[src/rtl/alu_arbiter.sv]
// ---------------------------------------------------------------------------
// alu_arbiter
//   Shares one 32-bit Y86-64 ALU between two requesters (0: execute stage,
//   1: address / stack-pointer update path) with round-robin arbitration and
//   valid/ready handshakes. Each accepted result is registered into a single
//   response slot tagged with the issuing requester's ID.
//
//   Optional feature macro: ALU_ARBITER_CC_EN
//     defined   -> condition-code register {ZF, SF, OF} is kept, updated by
//                  accepted operations that have setcc=1, reset to 3'b100.
//     undefined -> no cc flops, cc tied to 3'b000, setcc inputs ignored.
//
// Parameters
//   PRIO_INIT    requester that holds priority after reset (0 or 1)
//
// Ports
//   clk          clock, rising edge
//   rst_n        synchronous active-low reset
//   reqN_valid   requester N offers an operation
//   reqN_ready   requester N's operation is accepted this cycle
//   reqN_ctrl    ALU op: 00 add, 01 sub (a-b), 10 and, 11 xor
//   reqN_a/b     32-bit signed operands
//   reqN_setcc   update condition codes from this operation
//   rsp_valid    response slot full
//   rsp_ready    consumer takes the response
//   rsp_id       requester that issued the response
//   rsp_data     ALU result
//   rsp_ovf      signed overflow of the result
//   cc           {ZF, SF, OF}
// ---------------------------------------------------------------------------

// Combinational Y86-64 style ALU: wrap-around two's complement arithmetic,
// overflow flagged only for add/sub.
module alu (
  input  logic [1:0]  control,
  input  logic [31:0] a,
  input  logic [31:0] b,
  output logic [31:0] ans,
  output logic        overflow
);

  logic [31:0] w_sum;
  logic [31:0] w_diff;
  logic        w_sum_ovf;
  logic        w_diff_ovf;

  assign w_sum  = a + b;
  assign w_diff = a - b;

  // Add overflows when both operands share a sign the result does not;
  // subtract overflows when the operands differ in sign and the result
  // takes the subtrahend's sign.
  assign w_sum_ovf  = (a[31] == b[31]) && (w_sum[31]  != a[31]);
  assign w_diff_ovf = (a[31] != b[31]) && (w_diff[31] != a[31]);

  always_comb begin
    ans      = 32'd0;
    overflow = 1'b0;
    case (control)
      2'b00: begin
        ans      = w_sum;
        overflow = w_sum_ovf;
      end
      2'b01: begin
        ans      = w_diff;
        overflow = w_diff_ovf;
      end
      2'b10: ans = a & b;
      default: ans = a ^ b;
    endcase
  end

endmodule

module alu_arbiter #(
  parameter bit PRIO_INIT = 1'b0
) (
  input  logic        clk,
  input  logic        rst_n,
  input  logic        req0_valid,
  output logic        req0_ready,
  input  logic [1:0]  req0_ctrl,
  input  logic [31:0] req0_a,
  input  logic [31:0] req0_b,
  input  logic        req0_setcc,
  input  logic        req1_valid,
  output logic        req1_ready,
  input  logic [1:0]  req1_ctrl,
  input  logic [31:0] req1_a,
  input  logic [31:0] req1_b,
  input  logic        req1_setcc,
  output logic        rsp_valid,
  input  logic        rsp_ready,
  output logic        rsp_id,
  output logic [31:0] rsp_data,
  output logic        rsp_ovf,
  output logic [2:0]  cc
);

  typedef enum logic {
    S_EMPTY = 1'b0,
    S_FULL  = 1'b1
  } slot_state_t;

  slot_state_t r_state;
  slot_state_t w_state_next;
  logic        r_prio;
  logic        w_prio_next;

  logic        r_rsp_id;
  logic [31:0] r_rsp_data;
  logic        r_rsp_ovf;

  logic        w_slot_free;
  logic        w_any_valid;
  logic        w_grant;
  logic        w_accept;
  logic [1:0]  w_ctrl;
  logic [31:0] w_a;
  logic [31:0] w_b;
  logic [31:0] w_ans;
  logic        w_ovf;

  // The slot can take a new result when empty or when it is being drained
  // in this same cycle.
  assign w_slot_free = (r_state == S_EMPTY) | rsp_ready;
  assign w_any_valid = req0_valid | req1_valid;

  // With only one requester valid, it wins outright (req1_valid alone selects
  // 1, req0_valid alone selects 0); under contention the priority holder wins.
  assign w_grant = (req0_valid & req1_valid) ? r_prio : req1_valid;

  // rst_n gates accept so nothing is handshaken during reset.
  assign w_accept   = rst_n & w_any_valid & w_slot_free;
  assign req0_ready = w_accept & ~w_grant;
  assign req1_ready = w_accept &  w_grant;

  assign w_ctrl = w_grant ? req1_ctrl : req0_ctrl;
  assign w_a    = w_grant ? req1_a    : req0_a;
  assign w_b    = w_grant ? req1_b    : req0_b;

  alu u_alu (
    .control  (w_ctrl),
    .a        (w_a),
    .b        (w_b),
    .ans      (w_ans),
    .overflow (w_ovf)
  );

  // Slot FSM plus priority toggle: state register.
  always_ff @(posedge clk) begin
    if (!rst_n) begin
      r_state <= S_EMPTY;
      r_prio  <= PRIO_INIT;
    end else begin
      r_state <= w_state_next;
      r_prio  <= w_prio_next;
    end
  end

  // Slot FSM plus priority toggle: next state. Priority moves to the
  // requester that was not served, which gives strict alternation under
  // continuous contention.
  always_comb begin
    w_state_next = r_state;
    w_prio_next  = r_prio;
    case (r_state)
      S_EMPTY: begin
        if (w_accept) begin
          w_state_next = S_FULL;
          w_prio_next  = ~w_grant;
        end
      end
      default: begin
        if (w_accept) begin
          // Drain and refill in the same cycle keeps the slot full.
          w_state_next = S_FULL;
          w_prio_next  = ~w_grant;
        end else if (rsp_ready) begin
          w_state_next = S_EMPTY;
        end
      end
    endcase
  end

  // Response payload only changes on accept, so it holds stable under
  // back-pressure and keeps its last value after draining.
  always_ff @(posedge clk) begin
    if (!rst_n) begin
      r_rsp_id   <= 1'b0;
      r_rsp_data <= 32'd0;
      r_rsp_ovf  <= 1'b0;
    end else if (w_accept) begin
      r_rsp_id   <= w_grant;
      r_rsp_data <= w_ans;
      r_rsp_ovf  <= w_ovf;
    end
  end

  assign rsp_valid = (r_state == S_FULL);
  assign rsp_id    = r_rsp_id;
  assign rsp_data  = r_rsp_data;
  assign rsp_ovf   = r_rsp_ovf;

`ifdef ALU_ARBITER_CC_EN
  logic [2:0] r_cc;
  logic       w_setcc;

  assign w_setcc = w_grant ? req1_setcc : req0_setcc;

  always_ff @(posedge clk) begin
    if (!rst_n) begin
      r_cc <= 3'b100;
    end else if (w_accept && w_setcc) begin
      r_cc <= {(w_ans == 32'd0), w_ans[31], w_ovf};
    end
  end

  assign cc = r_cc;
`else
  // setcc has no effect without the condition-code register.
  logic w_unused_setcc;
  assign w_unused_setcc = req0_setcc ^ req1_setcc;
  assign cc = 3'b000;
`endif

endmodule
[config.mk]
export PLATFORM = sky130hd
export DESIGN_NAME = alu_arbiter
export DESIGN_NICKNAME = d
export VERILOG_FILES = /design/src/rtl/alu_arbiter.sv
export SDC_FILE = /design/constraint.sdc
export NUM_CORES = 1
export LEC_CHECK = 0
export CAP_MARGIN = 40
export CORE_MARGIN = 2
export CORE_UTILIZATION = 65
export DETAILED_ROUTE_END_ITERATION = 8
export DONT_BUFFER_PORTS = 1
export GPL_ROUTABILITY_DRIVEN = 0
export PLACE_DENSITY = 0.9
export SLEW_MARGIN = 40
export SYNTH_ARGS = -nofsm -noshare
export SYNTH_HDL_FRONTEND = slang
export SYNTH_SLANG_ARGS = --single-unit
[constraint.sdc]
create_clock -name clk -period 7.5 [get_ports clk]
set_clock_uncertainty 0.05 [all_clocks]
set_input_delay 1.875 -clock clk [delete_from_list [all_inputs] [get_ports clk]]
set_output_delay 1.875 -clock clk [all_outputs]
set_load 0.05 [all_outputs]
Word level (Yosys, flattened, before mapping)
Cells that the tools add are included.
{"block": "totals", "ff_bits": 36, "latchBits": 0, "ramBits": 0, "rom_bits": 0, "inputBits": 139, "output_inout_bits": 40, "word_cells": 37, "memories": 0}
{"block": "op_classes", "n_addsub": 2, "n_mul": 0, "n_div": 0, "n_lt_le_gt_ge": 0, "n_eq_ne": 6, "shift": 0, "muxes": 10, "n_bitwise": 11, "n_reduce_logical": 3}
{"op": "one-hot mux 32 bit (3 select lines)", "n": 1}
{"op": "2-to-1 mux 32 bit", "n": 2}
{"op": "adder 32 bit", "n": 1}
{"op": "bitwise AND 32 bit", "n": 1}
{"op": "subtractor 32 bit", "n": 1}
{"op": "XOR 32 bit", "n": 1}
{"op": "bitwise AND 1 bit", "n": 5}
{"op": "2-to-1 mux 1 bit", "n": 5}
{"op": "inequality test 1 bit", "n": 3}
{"op": "== test 2 x 1 -> 1 bit (second input constant)", "n": 1}
{"op": "== test 2 bit (second input constant)", "n": 1}
{"op": "logical AND 1 bit", "n": 2}
{"op": "logical NOT 2 bit", "n": 1}
{"op": "2-to-1 mux 2 bit", "n": 1}
{"op": "NOT 1 bit", "n": 2}
{"op": "OR 1 bit", "n": 2}
{"op": "one-hot mux 1 bit (2 select lines)", "n": 1}
{"op": "== test 1 bit", "n": 1}

Longest topological paths before layout
{"block": "logic_depth", "depth_word": 7, "mapped_depth": 20, "mapped_depth_nobuf": 17}

Modules after synthesis
From an unflattened synthesis, not the netlist that was laid out.
{"block": "unflattened", "cells_unflattened": 906, "hier_area_um2": 6646.4}
{"mod": "alu", "n_inst": 1, "cells_per_inst": 668, "area_each_um2": 4361.7}
{"mod": "alu_arbiter", "n_inst": 1, "cells_per_inst": 238, "area_each_um2": 2284.7}

Worst setup path before layout
OpenSTA, ideal clock, no wires.
{"block": "synth_path", "path_type": "input to register", "startpoint": "input req0_valid", "endpoint": "register r_rsp_data[20] (netlist: rsp_data[20])", "setup_ns": 0.122, "t_arrival_ns": 5.798, "required_time_ns": 7.328, "path_slack_ns": 1.529, "stages": 20, "n_path_buf": 3, "path_cell_list": "nand2b_2 -> nand2_1 -> clkbuf_1 -> clkbuf_1 -> clkbuf_1 -> nand2_1 -> nand2_1 -> ha_1 -> inv_1 -> fa_1 -> a211o_1 -> a311oi_1 -> a21oi_1 -> a31oi_1 -> nor4_1 -> or2_1 -> a31oi_1 -> nand3_1 -> a21oi_1 -> o31ai_1"}
{"block": "synth_via", "elab_chain_len": 5, "elab_cells_between_ends": 16, "classes_between": "add/sub: 2; eq/ne: 2; mux: 5; bitwise: 6; reduce/logical: 1"}
{"item": "start, declared", "line": "80", "text": "input logic req0_valid,"}
{"item": "bitwise AND 1 bit", "line": "131", "text": "assign w_grant = (req0_valid & req1_valid) ? r_prio : req1_valid;"}
{"item": "2-to-1 mux 1 bit", "line": "131"}
{"item": "2-to-1 mux 32 bit (tied with other cells)", "line": "139", "text": "assign w_a = w_grant ? req1_a : req0_a;"}
{"item": "subtractor 32 bit (tied with other cells)", "line": "48", "text": "assign w_diff = a - b;"}
{"item": "one-hot mux 32 bit (3 select lines)", "line": "59", "text": "case (control)"}
{"item": "end signal, assigned", "line": "195", "text": "r_rsp_data <= w_ans;"}
{"item": "end, declared", "line": "111", "text": "logic [31:0] r_rsp_data;"}
Parallel ways exist; a longest one is shown, timed or not.
A chain may end at the register's enable or synchronous reset.

Final worst setup path
{"block": "layout_path", "startpoint": "input req0_valid", "endpoint": "register r_rsp_ovf (netlist: rsp_ovf)"}
{"block": "layout_via", "elab_chain_len": 7, "elab_cells_between_ends": 19, "classes_between": "add/sub: 2; eq/ne: 5; mux: 5; bitwise: 4; reduce/logical: 3"}
{"item": "bitwise AND 1 bit", "line": "131"}
{"item": "2-to-1 mux 1 bit", "line": "131"}
{"item": "2-to-1 mux 32 bit, on equally long branches", "line": "139, 140"}
{"item": "subtractor 32 bit or adder 32 bit (tied branches)", "line": "48, 47"}
{"item": "inequality test 1 bit, on equally long branches", "line": "54, 53"}
{"item": "logical AND 1 bit, on equally long branches", "line": "54, 53"}
{"item": "one-hot mux 1 bit (2 select lines)", "line": "59"}
{"item": "end signal, assigned", "line": "196", "text": "r_rsp_ovf <= w_ovf;"}
{"item": "end, declared", "line": "112", "text": "logic r_rsp_ovf;"}
Parallel ways exist; a longest one is shown, timed or not.

==> impl_metrics.env <==
export IMPL_critPathArrivalTime_ps=6260
export IMPL_post_cts_buffers=0
export IMPL_syn_to_final_growth_pct=-0.137
export IMPL_worst_path_stages=16
export IMPL_final_hold_violation_count=0
export IMPL_slowest_delay_ps=660
export IMPL_synth_enable_flop_cells=0
export IMPL_avgRoutedWirePerCell_microns=17.8
export IMPL_routed_wl_microns=19300
export IMPL_pre_cts_slack_ps=1150
export IMPL_cpMaxStageDelayCell="a2111oi_1"
export IMPL_core_rowCount=36
export IMPL_setup_ws_ps=1400
export IMPL_hpwl_microns=14200
export IMPL_final_common_cell="nand2_1"
export IMPL_cp_end_kind="register"
export IMPL_placement_io_buffers=0
export IMPL_async_reset_ff_frac=0
export IMPL_min_period_over_period=0.814
export IMPL_nets=1152
export IMPL_fillers=922
export IMPL_crit_fanout=29
export IMPL_run_status="finished clean"
export IMPL_worstSetupEndpoint="rsp_ovf"
export IMPL_initial_core_util=0.663
export IMPL_synth_flop_cell="dfxtp_1"
export IMPL_worstPathCellList="nand2b_2, nand2_2, buf_4, nand2_1, nand2_1, ha_1, nor2_1, nand3_1, nor3_1, nand2_1, a21oi_1, o21ai_1, a2111oi_1, nor3_1, xnor2_1, a41o_1"
export IMPL_cts_buffers=5
export IMPL_die_height_microns=103
export IMPL_reg2reg_from="r_prio"
export IMPL_grt_pass1_wl_microns=30400
export IMPL_p_sw_frac=0.533
export IMPL_cts_sinks=36
export IMPL_grt_usage=0.350
export IMPL_crit_path_start_kind="input port"
export IMPL_crit_path_frequent_cell="nand2_1"
export IMPL_synth_cells=1000
export IMPL_worstPathRequired_ps=7660
export IMPL_reg2reg_to="rsp_ovf"
export IMPL_netlist_area_sq_um=6390
export IMPL_cp_top_family="simple AND/OR/NAND/NOR gates"
export IMPL_vdd_drop_max_uv=127
export IMPL_max_freq_mhz=164
export IMPL_worst_setup_path_type="in2reg"
export IMPL_seq_area_frac_synth=0.113
export IMPL_p_comb_frac=0.573
export IMPL_antenna_found_initial=0
export IMPL_synth_ff_latch_count=36
export IMPL_coreArea_sq_um=9640
export IMPL_holdCritPathClass="reg2reg"
export IMPL_final_cell_mix="nand2_1 (237), a21oi_1 (95), nor2_1 (84)"
export IMPL_cap_violations=0
export IMPL_holdBufCountCts=0
export IMPL_clk_pin_slew_ps=90
export IMPL_p_int_mw=0.575
export IMPL_viasPerCell=6.67
export IMPL_cts_root_buf="clkbuf_8"
export IMPL_drc=0
export IMPL_tightest_slew_ps=811
export IMPL_drtIter0Drc=741
export IMPL_finalSetupTns_ps=0
export IMPL_cts_tree="done"
export IMPL_total_leakage_power_nw=2.94
export IMPL_routed_via_count=7231
export IMPL_slew_violations=0
export IMPL_r2r_cells=16
export IMPL_drt_first_pass_iters=5
export IMPL_power_density_nw_per_um2=193
export IMPL_n_antenna_cell=0
export IMPL_htreeDepth=2
export IMPL_clkPwrFrac=0.153
export IMPL_drive_gt1_frac=0.0568
export IMPL_rsz0062_at_grt="no"
export IMPL_cts_resized_gates=0
export IMPL_slew_headroom=0.448
export IMPL_clk_latency_ps=310
export IMPL_cts_buffer_depth=2
export IMPL_ys_warn_count=0
export IMPL_ant_nets=0
export IMPL_ios=179
export IMPL_p_sw_mw=0.657
export IMPL_ys_types=93
export IMPL_grt_pass1_vias=6395
export IMPL_postLayoutCoreUtil=0.662
export IMPL_path_buf_inv=1
export IMPL_die_x_microns=103
export IMPL_avgSynthCellArea_sq_um=6.39
export IMPL_ff2ff_setup_slack_ps=2510
export IMPL_seqPwrFrac=0.274
export IMPL_critPathLaunch="req0_valid"
export IMPL_setup_viol=0
export IMPL_post_route_min_period_ps=6100
export IMPL_grt_max_degree=40
export IMPL_grt_ovfl_total=0
export IMPL_fp_dieArea_sq_um=10600
[cell usage after synthesis (3+ instances only)]
master     instances  area [sq um]
nor2_1            88           330
o31ai_1           14           105
and2_1             4          25.0
buf_1              3          11.3
nor2b_1            6          37.5
mux2_2             6          67.6
clkbuf_1          43           161
o211ai_1          16           120
nor3_1            21           105
nand4_1            5          31.3
nand3_1           25           125
a21oi_1           95           475
buf_6              9           101
o21ai_0           53           265
o2bb2ai_1          3          26.3
o21ai_1            5          25.0
o311a_1            3          30.0
nor4_1             8          50.1
a311oi_1           3          26.3
a221oi_1           4          35.0
inv_1             59           221
dfxtp_1           36           721
xor2_1             3          26.3
ha_1              61           763
or2_1              3          18.8
or3_1              4          25.0
o311ai_0           4          35.0
a211oi_1          18           135
nand2_1          238           893
mux2i_1           14           140
o21a_1             4          30.0
clkbuf_8           9           124
a211o_1            4          35.0
xnor2_1            9          78.8
or4_1              3          22.5
buf_4              3          22.5
o21bai_1          10          75.1
a21o_1            14           105
o22ai_1            4          25.0
a31oi_1           12          75.1
a32oi_1            3          26.3
nand2b_1           8          50.1
[tightest hold or removal path: cells and delay by family, from the launching register on]
| kind | cells | cell delay (ps) |
|---|---|---|
| flops | 1 | 320 |
| simple gates | 2 | 140 |
[logic make-up (layout without fill, tap and decap cells)]
logic type / count (synthesis) / after routing / share of synthesized area
and+or+nand+nor: 432 / 432 / 0.293
AOI/OAI and AO/OA: 307 / 307 / 0.317
buffers and inverters: 129 / 78 / 0.102
adders and majority gates: 63 / 63 / 0.126
DFF: 36 / 36 / 0.113
muxes: 20 / 20 / 0.0325
xor gates and xnor gates: 12 / 12 / 0.0164
other: 1 / 3 / 0.000587
[registers in the layout, summed over array words and instances (netlist names)]
| signal | cells |
|---|---|
| rsp_data | 32 |
| r_prio | 1 |
| rsp_id | 1 |
| rsp_ovf | 1 |
| rsp_valid | 1 |
[metal layers]
metal / part of all wire / vias up / track usage
met5: 0 / - / 0
met1: 0.38 / 3204 / 0.447
met2: 0.45 / 529 / 0.579
met3: 0.13 / 84 / 0.0726
li1: - / 3414 / -
met4: 0.039 / 0 / 0.135
[power by group through the flow]
stage | clock [mW] | combinational [mW] | sequential, mW
detailed placement | 0 | 0.676 | 0.342
CTS | 0.184 | 0.681 | 0.337
floorplan | 0 | 0.566 | 0.332
finish | 0.189 | 0.706 | 0.338
global placement | 0 | 0.655 | 0.341
global route | 0.192 | 0.774 | 0.341
[worst min path at each step]
stage,end,cells after the start,slack (ps),from
2_1_floorplan,r_prio,2,410,r_prio
3_3_place_gp,r_prio,2,420,r_prio
3_5_place_dp,r_prio,2,430,r_prio
4_1_cts,r_prio,2,440,r_prio
5_1_grt,r_prio,2,510,r_prio
6_report,r_prio,2,440,r_prio
[layout make-up]
class,instances,area (sq um),share of cell area
Multi-Input combinational cell,837,5070,0.793
Sequential cell,36,721,0.113
Inverter,61,229,0.0359
Tap cell,133,166,0.0261
Timing Repair Buffer,9,87.6,0.0137
Clock buffer,5,68.8,0.0108
Clock inverter,3,46.3,0.00725
[per-stage QoR]
step,hold slack (ps),std cells,power (mW),cell area (sq um)
after floorplan,413,1002,0.898,6400
final,443,1084,1.23,6380
after CTS,443,1084,1.20,6380
after global routing,510,1084,1.31,6380
after global placement,421,1075,0.996,6230
after detailed placement,430,1076,1.02,6270
Note: power is estimated with default switching activity, not from simulation.
